$ cat src/rtl/uart_packet_framer_pkg.sv
// Shared definitions for the UART packet framer: parser states and default
// frame constants.
package uart_packet_framer_pkg;

  typedef enum logic [1:0] {
    ST_WAIT_MAGIC = 2'd0,
    ST_LEN_HI     = 2'd1,
    ST_LEN_LO     = 2'd2,
    ST_PAYLOAD    = 2'd3
  } state_e;

  localparam logic [7:0] DEFAULT_MAGIC   = 8'h51;
  localparam int         DEFAULT_MAX_LEN = 1024;

endpackage

$ cat src/rtl/uart_packet_framer_packet_output_reg.sv
// One-entry holding register between the header parser and a ready/valid sink.
// A load that finds the entry full and not draining is refused and flagged.
module packet_output_reg (
  input  logic       clock,
  input  logic       clear,
  input  logic       load,
  input  logic [7:0] load_data,
  input  logic       load_last,
  input  logic       ready,
  output logic       valid,
  output logic [7:0] data,
  output logic       last,
  output logic       drop
);

  logic valid_reg;
  logic last_reg;
  logic [7:0] data_reg;
  logic can_load;

  // The entry can take a new byte when empty or when it is emptying this cycle.
  assign can_load = !valid_reg || ready;
  assign drop     = load && !can_load;

  always_ff @(posedge clock or negedge clear) begin
    if (!clear) begin
      valid_reg <= 1'b0;
      last_reg  <= 1'b0;
      data_reg  <= 8'h00;
    end else if (load && can_load) begin
      valid_reg <= 1'b1;
      last_reg  <= load_last;
      data_reg  <= load_data;
    end else if (valid_reg && ready) begin
      valid_reg <= 1'b0;
      last_reg  <= 1'b0;
    end
  end

  assign valid = valid_reg;
  assign data  = data_reg;
  assign last  = last_reg;

endmodule

$ cat src/rtl/uart_packet_framer.sv
// Parses MAGIC / LEN_HI / LEN_LO / payload frames from a byte stream and
// forwards payload bytes through a one-entry output register.
module uart_packet_framer
  import uart_packet_framer_pkg::*;
#(
  parameter logic [7:0] MAGIC   = DEFAULT_MAGIC,
  parameter int         MAX_LEN = DEFAULT_MAX_LEN
) (
  input  logic       clock,
  input  logic       clear,
  input  logic       uart_valid,
  input  logic [7:0] uart_data,
  input  logic       ready,
  output logic       valid,
  output logic [7:0] data,
  output logic       last,
  output logic       overflow,
  output logic       length_error
);

  // Lengths above 16 bits cannot occur on the wire, so clamp the limit.
  localparam int         MAX_CLAMP = (MAX_LEN > 65535) ? 65535 : MAX_LEN;
  localparam logic [15:0] MAX_LEN_W = 16'(MAX_CLAMP);

  state_e      state_reg;
  logic [15:8] length_reg;
  logic [15:0] remaining_reg;
  logic        overflow_reg;
  logic        length_error_reg;

  logic [15:0] full_len;
  logic        load;
  logic        load_last;
  logic        drop;

  assign full_len  = {length_reg, uart_data};
  assign load      = uart_valid && (state_reg == ST_PAYLOAD);
  assign load_last = (remaining_reg == 16'd1);

  always_ff @(posedge clock or negedge clear) begin
    if (!clear) begin
      state_reg        <= ST_WAIT_MAGIC;
      length_reg       <= 8'h00;
      remaining_reg    <= 16'd0;
      overflow_reg     <= 1'b0;
      length_error_reg <= 1'b0;
    end else begin
      length_error_reg <= 1'b0;
      if (drop) overflow_reg <= 1'b1;
      if (uart_valid) begin
        case (state_reg)
          ST_WAIT_MAGIC: begin
            if (uart_data == MAGIC) state_reg <= ST_LEN_HI;
          end
          ST_LEN_HI: begin
            length_reg <= uart_data;
            state_reg  <= ST_LEN_LO;
          end
          ST_LEN_LO: begin
            if (full_len == 16'd0) begin
              state_reg <= ST_WAIT_MAGIC;
            end else if (full_len > MAX_LEN_W) begin
              length_error_reg <= 1'b1;
              state_reg        <= ST_WAIT_MAGIC;
            end else begin
              remaining_reg <= full_len;
              state_reg     <= ST_PAYLOAD;
            end
          end
          default: begin
            // Payload bytes count down even when dropped, keeping frame sync.
            if (remaining_reg != 16'd0) remaining_reg <= remaining_reg - 16'd1;
            if (remaining_reg <= 16'd1) state_reg <= ST_WAIT_MAGIC;
          end
        endcase
      end
    end
  end

  packet_output_reg u_output_reg (
    .clock     (clock),
    .clear     (clear),
    .load      (load),
    .load_data (uart_data),
    .load_last (load_last),
    .ready     (ready),
    .valid     (valid),
    .data      (data),
    .last      (last),
    .drop      (drop)
  );

  assign overflow     = overflow_reg;
  assign length_error = length_error_reg;

endmodule

$ cat config.mk
export PLATFORM = sky130hd
export DESIGN_NAME = uart_packet_framer
export DESIGN_NICKNAME = d
export VERILOG_FILES = /design/src/rtl/uart_packet_framer_pkg.sv /design/src/rtl/uart_packet_framer_packet_output_reg.sv /design/src/rtl/uart_packet_framer.sv
export SDC_FILE = /design/constraint.sdc
export NUM_CORES = 1
export LEC_CHECK = 0
export CAP_MARGIN = 20
export CORE_ASPECT_RATIO = 0.7
export CORE_UTILIZATION = 56
export CTS_CLUSTER_DIAMETER = 150
export DETAILED_ROUTE_END_ITERATION = 12
export PLACE_DENSITY = 0.89
export SYNTH_ARGS = -nofsm -noshare
export SYNTH_HDL_FRONTEND = slang
export SYNTH_SLANG_ARGS = --single-unit
$ cat constraint.sdc
create_clock -name clock -period 3.2 [get_ports clock]
set_input_delay 0.64 -clock clock [delete_from_list [all_inputs] [get_ports clock]]
set_output_delay 0.64 -clock clock [all_outputs]
set_load 0.01 [all_outputs]
==> summary.txt <==
Status
  – Outcome: completed

Timing
  – Final setup viols: 0
  – Setup TNS Final: 0 ns
  – RSZ-0062 raised after global routing: false
  – Final hold violations: 0
  – Rel. slew slack: 43.9%
  – Worst-Margin Slew: 0.841 ns
  – Final Cycle Share: 84.0%
  – Highest clock rate: 372 MHz
  – Min cycle time layout: 2.69 ns
  – Worst Skew: 0.00822 ns
  – Pins Over Slew Limit: 0
  – Final worst slack: 0.512 ns

Clocking
  – CTS resizes: 0
  – Total CTS buffers: 5
  – Clk sinks: 38
  – Clock transition at path regs: 0.07 ns
  – Clock Root Buffer: clkbuf_8
  – Worst-Skew Late Latency: 0.30 ns
  – Htree depth: 2
  – Post-CTS Hold Fix Bufs: 0
  – Clk buf depth: 2
  – Post-CTS setup buffers: 0
  – CTS tree: done

Setup path
  – CP Launch Type: input port
  – Worst EP required: 3.39 ns
  – Reg-to-reg slack, setup: 0.78 ns
  – Crit path kind: in2reg
  – Crit path cell chain: clkdlybuf4s50_1, nor4_1, nand4b_1, a22o_2, a211oi_2, buf_4, nand2_1, o2bb2ai_1
  – Critical-path maximum fanout: 7
  – Levels on crit path: 8
  – Reg-to-Reg End: remaining_reg[4]$_DFFE_PN0P_
  – R2R Path Start: state_reg[0]$_DFFE_PN0P_
  – Worst path max stage delay: 0.46 ns
  – WP buf/inv: 2
  – Slowest cell on the critical path: clkdlybuf4s50_1
  – Crit end category: register
  – CP arrival: 2.88 ns
  – R2R depth: 7
  – CP top delay family: compound AO/OA/AOI/OAI gates

Synthesis
  – Syn Area/Cell: 10.0 sq um
  – Main synth FF type: dfrtp_1
  – Post-synth EDFFs: 0
  – Post-synth top cells: 38 x dfrtp_1, 22 x o21ai_0, 18 x nor2_1
  – Cell taking the most area after synthesis: dfrtp_1
  – Mapped Cells: 204
  – Syn Nets: 219
  – Asr flop ratio synth: 100%
  – Register area share after synthesis: 46.4%
  – Library cells used by synthesis: 51
  – Yosys top cell area share: 46.4%
  – Ys Warns: 0
  – Dominant cell by count in the synthesized netlist: dfrtp_1
  – Seq cells post-synth: 38
  – Synth area leaders: dfrtp_1 46%, mux2_2 8.8%, o21ai_0 5.4%
  – Syn Std Cell Area: 2050 sq um

Route
  – ANT nets after route: 0
  – Routed WL per cell: 18.5 um
  – Via count: 1772
  – DRT iter0 DRCs: 174
  – Routed vias/inst: 6.44
  – DRC viols: 0
  – Pre-Repair DR Iteration Count: 4
  – Drt total wl: 5.08 mm

Global routing
  – Total global-route track usage: 30.4%
  – Initial antenna violation count: 0
  – Vias in the first global route: 1603
  – Overflow after GRT: 0
  – Largest net degree at the start of global routing: 39
  – First-pass GRT wire length: 8.35 mm

Cells and area
  – Reg area: 951 sq um
  – Largest register FFs: 16
  – Multi-input gate area: 1020 sq um
  – Layout area overhead: 16.2%
  – Layout cell share with drive strength beyond 1: 17.1%
  – Antenna Cells: 0
  – Total Nets Final: 243
  – Number of fill cells: 249

Power and ir drop
  – P_leak: 1.00 nW
  – Power Internal: 1.16 mW
  – Max VDD drop: 0.548 mV
  – Power Dens Cells: 791 nW/um^2
  – Combinational share of power: 36.5%
  – Sw Ratio: 38.5%
  – Clock power frac: 16.9%
  – Seq pwr share: 46.6%
  – Psw: 725 uW

Hold path
  – HP Class: in2async

Placed design
  – Dpl ws: 0.228 ns
  – Port Buf Inserts: 23
  – Hpwl dp: 3.69 mm
  – GP Congestion: 0.879

Floorplan
  – Initial Util: 61.7%
  – Die area: 3910 sq um
  – # rows: 17
  – CORE AREA: 3320 sq um
  – # IOs: 24
  – Die Y: 52.6 um
  – DIE WIDTH: 74.3 um

Run
  – Max-Cap Viols: 0
[per-stage QoR]
stage,power (mW),cells,util (%),hold slack [ns],cell area [sq um]
2_1_floorplan,1.26,204,-,0.344,2050
5_1_grt,1.99,275,71.7,0.505,2380
3_5_place_dp,1.55,268,69.4,0.470,2300
4_1_cts,1.87,275,71.7,0.472,2380
3_3_place_gp,1.51,268,69.4,0.459,2300
6_report,1.88,275,71.7,0.429,2380
[layer usage]
layer | vias to the layer above | GRT usage [%] | share of wire (%)
met4 | 0 | 6.60 | 1.8
met5 | - | 0 | 0
met2 | 83 | 44.5 | 45
li1 | 806 | - | -
met3 | 11 | 10.0 | 8.7
met1 | 872 | 43.9 | 44
[kinds of logic after synthesis]
kind of cell,share of synthesized area (%)
adders and majority gates,1.83
and+or+nand+nor,19.4
AOI/OAI and AO/OA,19.3
DFF,46.4
buffers and inverters,3.79
muxes,9.29
[worst max path at each step]
stage                 startpoint                            end  slack [ns]
global placement    uart_data[7]   remaining_reg[4]$_DFFE_PN0P_        0.30
global route        uart_data[7]   remaining_reg[4]$_DFFE_PN0P_        0.34
floorplan           uart_data[7]  remaining_reg[13]$_DFFE_PN0P_        1.05
finish              uart_data[7]   remaining_reg[4]$_DFFE_PN0P_        0.51
CTS                 uart_data[7]   remaining_reg[4]$_DFFE_PN0P_        0.54
detailed placement  uart_data[5]   remaining_reg[4]$_DFFE_PN0P_        0.23
[power groups by stage]
stage,logic (mW),clock network [mW],registers [mW]
after detailed placement,0.679,0,0.874
after CTS,0.682,0.315,0.869
after global routing,0.751,0.339,0.905
final,0.687,0.318,0.876
after global placement,0.654,0,0.860
after floorplan,0.429,0,0.831
[final cells by class]
class	count	share of cell area, %
inverters	5	0.789
flip-flops and latches	38	40.0
clock buffers	7	3.21
multi-input cells	151	42.8
repair buffers	27	10.7
well taps	47	2.47
[placed cells by master (no fill, tap or decap), drive strengths merged, types with 2 or more instances in the layout]
cell type / n
nand4: 2
inv: 5
o2bb2ai: 2
clkdlybuf4s50: 22
or4: 3
a21oi: 16
and2: 2
ha: 3
nor2: 18
nor4: 5
nor4b: 2
dfrtp: 38
buf: 5
nand3: 2
and3: 2
o211ai: 2
clkbuf: 7
nand2b: 2
nand2: 17
or3: 3
nor3: 9
mux2: 16
o22ai: 4
a22o: 2
o21ai: 23
Power figures use the tool's default switching activity.
